[src/rtl/tybec_map_pkg.sv]
`default_nettype none
// ============================================================================
// Module      : tybec_map_pkg
// Description : Shared operation encodings, default width and clog2 helper
//               for the TyBEC elastic map node.
// Revision    : 1.0 - initial release
// ============================================================================
package tybec_map_pkg;

    localparam logic [1:0] OP_ADD  = 2'd0;
    localparam logic [1:0] OP_MUL  = 2'd1;
    localparam logic [1:0] OP_MAX  = 2'd2;
    localparam logic [1:0] OP_PASS = 2'd3;

    localparam int DEFAULT_STREAMW = 34;

    // Ceiling log2; clog2(1) = 0.
    function automatic int clog2(input int value);
        int r;
        r = 0;
        for (int i = 0; i < 31; i++) begin
            if ((1 << i) < value) begin
                r = i + 1;
            end
        end
        return r;
    endfunction

endpackage
`default_nettype wire

[src/rtl/tybec_map_node_elastic_if.sv]
`default_nettype none
// ============================================================================
// Module      : tybec_map_node_elastic_if
// Description : Joined-input / single-output stream bundle for the map node.
// Revision    : 1.0 - initial release
// ============================================================================
interface tybec_map_node_elastic_if
    import tybec_map_pkg::*;
#(
    parameter int STREAMW = DEFAULT_STREAMW,
    parameter int NIN     = 2
);

    logic [NIN-1:0]         ivalid;
    logic [NIN*STREAMW-1:0] in_data;
    logic                   iready;
    logic [STREAMW-1:0]     out1;
    logic                   ovalid;
    logic                   oready;

    // slave: the map node itself; master: the surrounding producer/consumer.
    modport slave  (input  ivalid, in_data, oready, output iready, out1, ovalid);
    modport master (output ivalid, in_data, oready, input  iready, out1, ovalid);

endinterface
`default_nettype wire

[src/rtl/tybec_sync_fifo.sv]
`default_nettype none
// ============================================================================
// Module      : tybec_sync_fifo
// Description : Single-clock FIFO, arbitrary depth, registered storage with
//               no fall-through; head word is presented on rdata.
// Revision    : 1.0 - initial release
// ============================================================================
module tybec_sync_fifo
    import tybec_map_pkg::*;
#(
    parameter int  WIDTH = DEFAULT_STREAMW,
    parameter int  DEPTH = 4,
    localparam int PTRW  = (DEPTH > 1) ? clog2(DEPTH) : 1,
    localparam int CNTW  = clog2(DEPTH + 1)
) (
    input  wire logic             clk,
    input  wire logic             rst_n,
    input  wire logic             push,
    input  wire logic             pop,
    input  wire logic [WIDTH-1:0] wdata,
    output logic      [WIDTH-1:0] rdata,
    output logic                  full,
    output logic                  empty,
    output logic      [CNTW-1:0]  count
);

    logic [WIDTH-1:0] mem_q [DEPTH];
    logic [PTRW-1:0]  wr_ptr_q, wr_ptr_d;
    logic [PTRW-1:0]  rd_ptr_q, rd_ptr_d;
    logic [CNTW-1:0]  count_q,  count_d;
    logic             do_push;
    logic             do_pop;

    assign full    = (count_q == CNTW'(DEPTH));
    assign empty   = (count_q == '0);
    assign count   = count_q;
    assign rdata   = mem_q[rd_ptr_q];
    assign do_push = push & ~full;
    assign do_pop  = pop & ~empty;

    // Pointers wrap explicitly so DEPTH need not be a power of two.
    always_comb begin
        wr_ptr_d = wr_ptr_q;
        rd_ptr_d = rd_ptr_q;
        count_d  = count_q;
        if (do_push) begin
            wr_ptr_d = (wr_ptr_q == PTRW'(DEPTH - 1)) ? '0 : wr_ptr_q + PTRW'(1);
        end
        if (do_pop) begin
            rd_ptr_d = (rd_ptr_q == PTRW'(DEPTH - 1)) ? '0 : rd_ptr_q + PTRW'(1);
        end
        case ({do_push, do_pop})
            2'b10:   count_d = count_q + CNTW'(1);
            2'b01:   count_d = count_q - CNTW'(1);
            default: count_d = count_q;
        endcase
    end

    always_ff @(posedge clk or negedge rst_n) begin
        if (!rst_n) begin
            wr_ptr_q <= '0;
            rd_ptr_q <= '0;
            count_q  <= '0;
        end else begin
            wr_ptr_q <= wr_ptr_d;
            rd_ptr_q <= rd_ptr_d;
            count_q  <= count_d;
        end
    end

    always_ff @(posedge clk) begin
        if (do_push) begin
            mem_q[wr_ptr_q] <= wdata;
        end
    end

endmodule
`default_nettype wire

[src/rtl/tybec_map_node_elastic.sv]
`default_nettype none
// ============================================================================
// Module      : tybec_map_node_elastic
// Description : Elastic leaf map node: joins NIN streams (plus an optional
//               constant), applies one integer op through a LAT-stage
//               free-running pipeline and buffers results in an output FIFO.
// Revision    : 1.0 - initial release
// ============================================================================
module tybec_map_node_elastic
    import tybec_map_pkg::*;
#(
    parameter int               STREAMW   = DEFAULT_STREAMW,
    parameter int               NIN       = 2,
    parameter int               LAT       = 13,
    parameter logic [1:0]       OP        = OP_ADD,
    parameter bit               CONST_EN  = 1'b1,
    parameter logic [STREAMW-1:0] CONST_VAL = STREAMW'(34'h1_3f802058),
    parameter int               FD        = LAT + 2,
    localparam int              OCCW      = clog2(FD + 1)
) (
    input  wire logic               clk,
    input  wire logic               rst,
    tybec_map_node_elastic_if.slave bus,
    output logic [OCCW-1:0]         occupancy
);

    logic [STREAMW-1:0] opnd [NIN];
    logic [STREAMW-1:0] result;
    logic               iready;
    logic               fire;
    logic               pop;
    logic               fifo_empty;
    logic               fifo_full;
    logic [OCCW-1:0]    fifo_count;

    logic [STREAMW-1:0] data_q  [LAT];
    logic [STREAMW-1:0] data_d  [LAT];
    logic [LAT-1:0]     valid_q, valid_d;
    logic [OCCW-1:0]    occ_q,   occ_d;

    // Gating with rst keeps iready low for the whole reset window.
    assign iready     = rst & (occ_q < OCCW'(FD));
    assign fire       = (&bus.ivalid) & iready;
    assign pop        = ~fifo_empty & bus.oready;
    assign bus.iready = iready;
    assign bus.ovalid = ~fifo_empty;
    assign occupancy  = occ_q;

    generate
        for (genvar k = 0; k < NIN; k++) begin : g_opnd
            assign opnd[k] = bus.in_data[k*STREAMW +: STREAMW];
        end
    endgenerate

    always_comb begin
        result = opnd[0];
        case (OP)
            OP_ADD: begin
                for (int k = 1; k < NIN; k++) begin
                    result = result + opnd[k];
                end
                if (CONST_EN) begin
                    result = result + CONST_VAL;
                end
            end
            OP_MUL: begin
                for (int k = 1; k < NIN; k++) begin
                    result = STREAMW'(result * opnd[k]);
                end
                if (CONST_EN) begin
                    result = STREAMW'(result * CONST_VAL);
                end
            end
            OP_MAX: begin
                for (int k = 1; k < NIN; k++) begin
                    if (opnd[k] > result) begin
                        result = opnd[k];
                    end
                end
                if (CONST_EN && (CONST_VAL > result)) begin
                    result = CONST_VAL;
                end
            end
            default: result = opnd[0];
        endcase
    end

    // Stage 0 samples the operator every cycle; only the valid bit matters.
    always_comb begin
        valid_d[0] = fire;
        data_d[0]  = result;
        for (int s = 1; s < LAT; s++) begin
            valid_d[s] = valid_q[s-1];
            data_d[s]  = data_q[s-1];
        end
    end

    always_comb begin
        occ_d = occ_q;
        case ({fire, pop})
            2'b10:   occ_d = occ_q + OCCW'(1);
            2'b01:   occ_d = occ_q - OCCW'(1);
            default: occ_d = occ_q;
        endcase
    end

    always_ff @(posedge clk or negedge rst) begin
        if (!rst) begin
            valid_q <= '0;
            occ_q   <= '0;
        end else begin
            valid_q <= valid_d;
            occ_q   <= occ_d;
        end
    end

    always_ff @(posedge clk) begin
        data_q <= data_d;
    end

    tybec_sync_fifo #(
        .WIDTH (STREAMW),
        .DEPTH (FD)
    ) u_fifo (
        .clk   (clk),
        .rst_n (rst),
        .push  (valid_q[LAT-1]),
        .pop   (pop),
        .wdata (data_q[LAT-1]),
        .rdata (bus.out1),
        .full  (fifo_full),
        .empty (fifo_empty),
        .count (fifo_count)
    );

    // occ_q already bounds the FIFO; its own status flags are not needed here.
    logic unused_fifo_status;
    assign unused_fifo_status = &{1'b0, fifo_full, fifo_count};

endmodule
`default_nettype wire

[src/flat_wrapper.sv]
// flat-port wrapper written by rule: the top's interface ports become plain ports
module tybec_map_node_elastic_flat import tybec_map_pkg::*;
#(
    parameter int               STREAMW   = DEFAULT_STREAMW,
    parameter int               NIN       = 2,
    parameter int               LAT       = 13,
    parameter logic [1:0]       OP        = OP_ADD,
    parameter bit               CONST_EN  = 1'b1,
    parameter logic [STREAMW-1:0] CONST_VAL = STREAMW'(34'h1_3f802058),
    parameter int               FD        = LAT + 2,
    localparam int              OCCW      = clog2(FD + 1)
)
  (clk, rst, occupancy, bus_ivalid, bus_in_data, bus_oready, bus_iready, bus_out1, bus_ovalid);
  tybec_map_node_elastic_if #(.STREAMW(STREAMW), .NIN(NIN)) bus_i ();
  input  wire logic clk;
  input  wire logic rst;
  output logic [OCCW-1:0] occupancy;
  input wire logic [$bits(bus_i.ivalid)-1:0] bus_ivalid;
  input wire logic [$bits(bus_i.in_data)-1:0] bus_in_data;
  input wire logic [$bits(bus_i.oready)-1:0] bus_oready;
  output wire logic [$bits(bus_i.iready)-1:0] bus_iready;
  output wire logic [$bits(bus_i.out1)-1:0] bus_out1;
  output wire logic [$bits(bus_i.ovalid)-1:0] bus_ovalid;
  assign bus_i.ivalid = bus_ivalid;
  assign bus_i.in_data = bus_in_data;
  assign bus_i.oready = bus_oready;
  assign bus_iready = bus_i.iready;
  assign bus_out1 = bus_i.out1;
  assign bus_ovalid = bus_i.ovalid;
  tybec_map_node_elastic #(.STREAMW(STREAMW), .NIN(NIN), .LAT(LAT), .OP(OP), .CONST_EN(CONST_EN), .CONST_VAL(CONST_VAL), .FD(FD)) u_core (.clk(clk), .rst(rst), .bus(bus_i), .occupancy(occupancy));
endmodule
[config.mk]
export PLATFORM = sky130hd
export DESIGN_NAME = tybec_map_node_elastic_flat
export DESIGN_NICKNAME = d
export VERILOG_FILES = /design/src/rtl/tybec_map_pkg.sv /design/src/rtl/tybec_map_node_elastic_if.sv /design/src/rtl/tybec_sync_fifo.sv /design/src/rtl/tybec_map_node_elastic.sv /design/src/flat_wrapper.sv
export SDC_FILE = /design/constraint.sdc
export NUM_CORES = 1
export LEC_CHECK = 0
export ABC_CLOCK_PERIOD_IN_PS = 10290
export BUFFER_PORTS_ARGS = -buffer_cell sky130_fd_sc_hd__buf_2
export CAP_MARGIN = 20
export CORE_ASPECT_RATIO = 0.7
export CORE_MARGIN = 1
export CORE_UTILIZATION = 45
export CTS_CLUSTER_DIAMETER = 200
export DETAILED_ROUTE_END_ITERATION = 10
export GPL_ROUTABILITY_DRIVEN = 0
export SYNTH_ARGS = -nofsm -noshare
export SYNTH_HDL_FRONTEND = slang
export SYNTH_SLANG_ARGS = --single-unit
[constraint.sdc]
create_clock -name clk -period 10.29 [get_ports clk]
set_input_delay 2.058 -clock clk [delete_from_list [all_inputs] [get_ports clk]]
set_output_delay 2.058 -clock clk [all_outputs]
set_load 0.01 [all_outputs]
==> impl_metrics.yaml <==
global_routing:
  grt_pass1_vias: 14200
  grt-busiest-layer: "met2"
  antenna_found_initial: 0
  grt_overflow: 0
  grt_first_pass_wirelength_um: 84800
  grt_use_total: 0.157
  grt_start_max_net_pins: 103
  gr-usage-met1: 0.230
  grt.met3_usage: 0.0282
  use_met2: 0.240
setup_path:
  path_common_cell: "mux4_2"
  reg2reg_depth: 9
  worstSetupPathType: "flip-flop to output port"
  worst_setup_path_start_kind: "flip-flop"
  crit_chain: "buf_12 -> mux4_2 -> mux4_2 -> buf_2"
  crit_cells: 4
  r2r_slack_ns: 7.66
  critical_path_buf_inv_count: 2
  crit_path_start: "u_core.u_fifo.rd_ptr_q[0]"
  critPathMaxStageDelay_ns: 0.97
  worst_ep_arrival_time_ns: 3.73
  reg2reg_from: "u_core.u_fifo.count[0]"
  r2r-end: "u_core.occupancy[3]"
  end_kind: "output port"
  required_ns: 8.23
  cpMaxStageDelayCell: "dfrtp_4"
  crit_family: "multiplexers"
  cp_max_fo: 102
clocking:
  cts_hold_buf: 0
  cts_sinks: 981
  cts_resized: 0
  cts_root_buf: "clkbuf_16"
  clkLatencyLatePin_ns: 0.62
  clock_path_buffers: 3
  post_cts_buffers: 0
  htree_levels: 3
  cts_tree: "yes"
  cts-buffers-inserted: 87
  cts.clk_slew.worst_paths_ns: 0.06
cells_and_area:
  area.growth.synth_to_final_pct: 14.9
  final_nets: 1990
  nFillCells: 5532
  layout-drive-gt1-share: 0.230
  n_antenna_cell: 0
routing:
  ant_nets: 0
  drtPass1Iterations: 5
  totalWireLength_um: 55000
  wire_per_inst_um: 19.5
  drt_iter0_markers: 954
  vias: 14200
  post-route-drc-count: 0
  viasPerCell: 5.01
floorplanning:
  core-area_mm2: 0.0698
  die_h_um: 224
  die_area_mm2: 0.0716
  num_rows: 81
  ios: 113
  start_util: 0.454
  die_w_um: 319
placed_design:
  dpl.hpwl_um: 28600
  port_buffers: 112
  post-place-ws_ns: 5.06
timing:
  maxSlewViolCount: 0
  holdWs_ns: 0.303
  worst_slack_ns: 4.50
  fin_crit_sh: 0.562
  period_minus_slack_ns: 5.79
  rsz0062_at_grt: "false"
  clock_skew_ns: 0.0231
  clock.fmax_ghz: 0.173
  slew_headroom: 0.346
  setup_viol: 0
  worst_pin_slew_ns: 0.982
  fin_setup_tns_ns: 0
  finalHoldViolCount: 0
hold_path:
  min_to: "u_core.data_d[74]"
  worstHoldStart: "u_core.data_d[108]"
  hold_class: "flip-flop to flip-flop"
  hold_depth: 0
job:
  drv_cap: 0
yosys:
  synth_edf_count: 510
  syn_inst: 1678
  synth_area_mm2: 0.0317
  synth_seq_cells: 981
  synth-main-ff-cell: "edfxtp_1"
  ys_warn_count: 0
  synth-async-reset-ratio: 0.0296
  synth_cell_types: 57
  yosysSeqAreaShare: 0.785
  syn-num-nets: 1825
  avgSynthCellArea_um2: 18.9
status:
  status: "finished, final reports clean"
power_and_ir_drop:
  p_per_area_mw_per_mm2: 283
  peakVddDrop_uv: 137
  power.leakage_nw: 13.4
  fin_total_pwr_mw: 10.3
layer usage:
metal,share of wire,up-vias
met5,0,-
met4,0.018,0
met3,0.048,83
met2,0.46,348
met1,0.48,7092
li1,-,6658
power by group:
group	switching (mW)	internal (mW)	total [mW]	leakage, nW
Sequential	0.422	4.92	5.34	8.69
Clock	1.35	1.98	3.33	1.52
Combinational	0.818	0.848	1.67	3.18
Total	2.59	7.74	10.3	13.4
worst reg2reg max path, cell delays in order, from the launching register on:
cell     delay [ns]
dfrtp_1        0.43
or4_1          0.53
and2_1         0.29
ha_1           0.30
ha_1           0.28
a21o_1         0.17
a21oi_1        0.17
xnor2_1        0.14
nor2_1         0.07
xor2_1         0.14
flip-flops by register name (all words and copies together) (netlist names):
signal and cells:
u_core.u_fifo.mem_q 510, u_core.u_fifo.wr_ptr_q 4, u_core.u_fifo.count 4, u_core.valid_q 13, u_core.data_d 408, u_core.occupancy 4, u_core.u_fifo.rd_ptr_q 4, u_core.data_q 34
logic make-up (layout without fill, tap and decap cells):
group | Yosys count | count (layout) | synth area share
XOR/XNOR | 40 | 40 | 0.0110
AND/OR/NAND/NOR | 137 | 137 | 0.0195
buffers and inverters | 116 | 353 | 0.0149
multiplexers | 172 | 172 | 0.108
adder cells (fa/ha/maj) | 74 | 74 | 0.0299
flip-flops | 981 | 981 | 0.785
AO/OA/AOI/OAI | 158 | 158 | 0.0323
how the worst max path moves through the flow:
stage / end
2_1_floorplan: u_core.u_fifo.mem_q[4][0]
3_3_place_gp: bus_out1[27]
3_5_place_dp: bus_out1[27]
4_1_cts: bus_out1[27]
5_1_grt: bus_out1[27]
6_report: bus_out1[27]
cell type report:
cell class                      count  area, um2  area share
Multi-Input combinational cell    581       6420       0.176
Tap cell                          913       1140      0.0313
Clock buffer                      133       2790      0.0764
Sequential cell                   981      24900       0.683
Clock inverter                     28        263     0.00721
Timing Repair Buffer              132        723      0.0198
Inverter                           60        225     0.00618
placed cells by master, fill, tap and decap left out, types with 5 or more instances in the layout:
cell type / netlist / final
a21o_1: 18 / 18
a21oi_1: 29 / 29
buf_2: 17 / 112
buf_4: 0 / 19
clkbuf_1: 37 / 13
clkbuf_16: 0 / 97
clkbuf_8: 0 / 22
clkinv_2: 0 / 11
dfrtp_1: 29 / 26
dfxtp_1: 442 / 442
edfxtp_1: 510 / 510
ha_1: 71 / 71
inv_1: 60 / 60
mux2i_1: 36 / 36
mux4_2: 136 / 136
nand2_1: 70 / 70
nand2b_1: 5 / 5
nand3_1: 11 / 11
nand4_1: 5 / 5
nor2_1: 18 / 10
nor2_2: 0 / 8
nor2b_1: 5 / 5
nor3_1: 11 / 5
nor3_2: 0 / 6
o211ai_1: 9 / 9
o21a_1: 7 / 7
o21ai_0: 56 / 56
xnor2_1: 19 / 19
xor2_1: 21 / 21
synth_stat cells, types with 2 or more instances:
cell type / instances / area, um2
o21a_1: 7 / 52.6
o2111ai_1: 3 / 26.3
nor2_1: 18 / 67.6
a31oi_1: 4 / 25.0
a221oi_1: 2 / 17.5
ha_1: 71 / 888
fa_1: 3 / 60.1
a41oi_1: 3 / 26.3
nand4_1: 5 / 31.3
inv_1: 60 / 225
a211o_1: 2 / 17.5
a21o_1: 18 / 135
a21oi_1: 29 / 145
o211ai_1: 9 / 67.6
a21boi_0: 2 / 15.0
o31ai_1: 2 / 15.0
dfxtp_1: 442 / 8850
and2_1: 4 / 25.0
a21oi_2: 2 / 17.5
buf_2: 17 / 85.1
clkbuf_1: 37 / 139
o21ai_0: 56 / 280
xor2_1: 21 / 184
o21ai_1: 2 / 10.0
nand2b_1: 5 / 31.3
or3_1: 2 / 12.5
xnor2_1: 19 / 166
nor3_1: 11 / 55.1
nand3_1: 11 / 55.1
nand2_1: 70 / 263
a311oi_1: 2 / 17.5
mux2i_1: 36 / 360
nor2b_1: 5 / 31.3
buf_6: 2 / 22.5
mux4_2: 136 / 3060
edfxtp_1: 510 / 15300
and3_1: 2 / 12.5
dfrtp_1: 29 / 726
per-stage QoR:
stage                     cells   util  cell area [um2]
final                      2828  0.522            36500
after global routing       2828  0.522            36500
after CTS                  2828  0.522            36500
after detailed placement   2667  0.478            33400
after global placement     2667  0.478            33400
after floorplan            1678      -            31700
(Power assumes the default switching activity.)
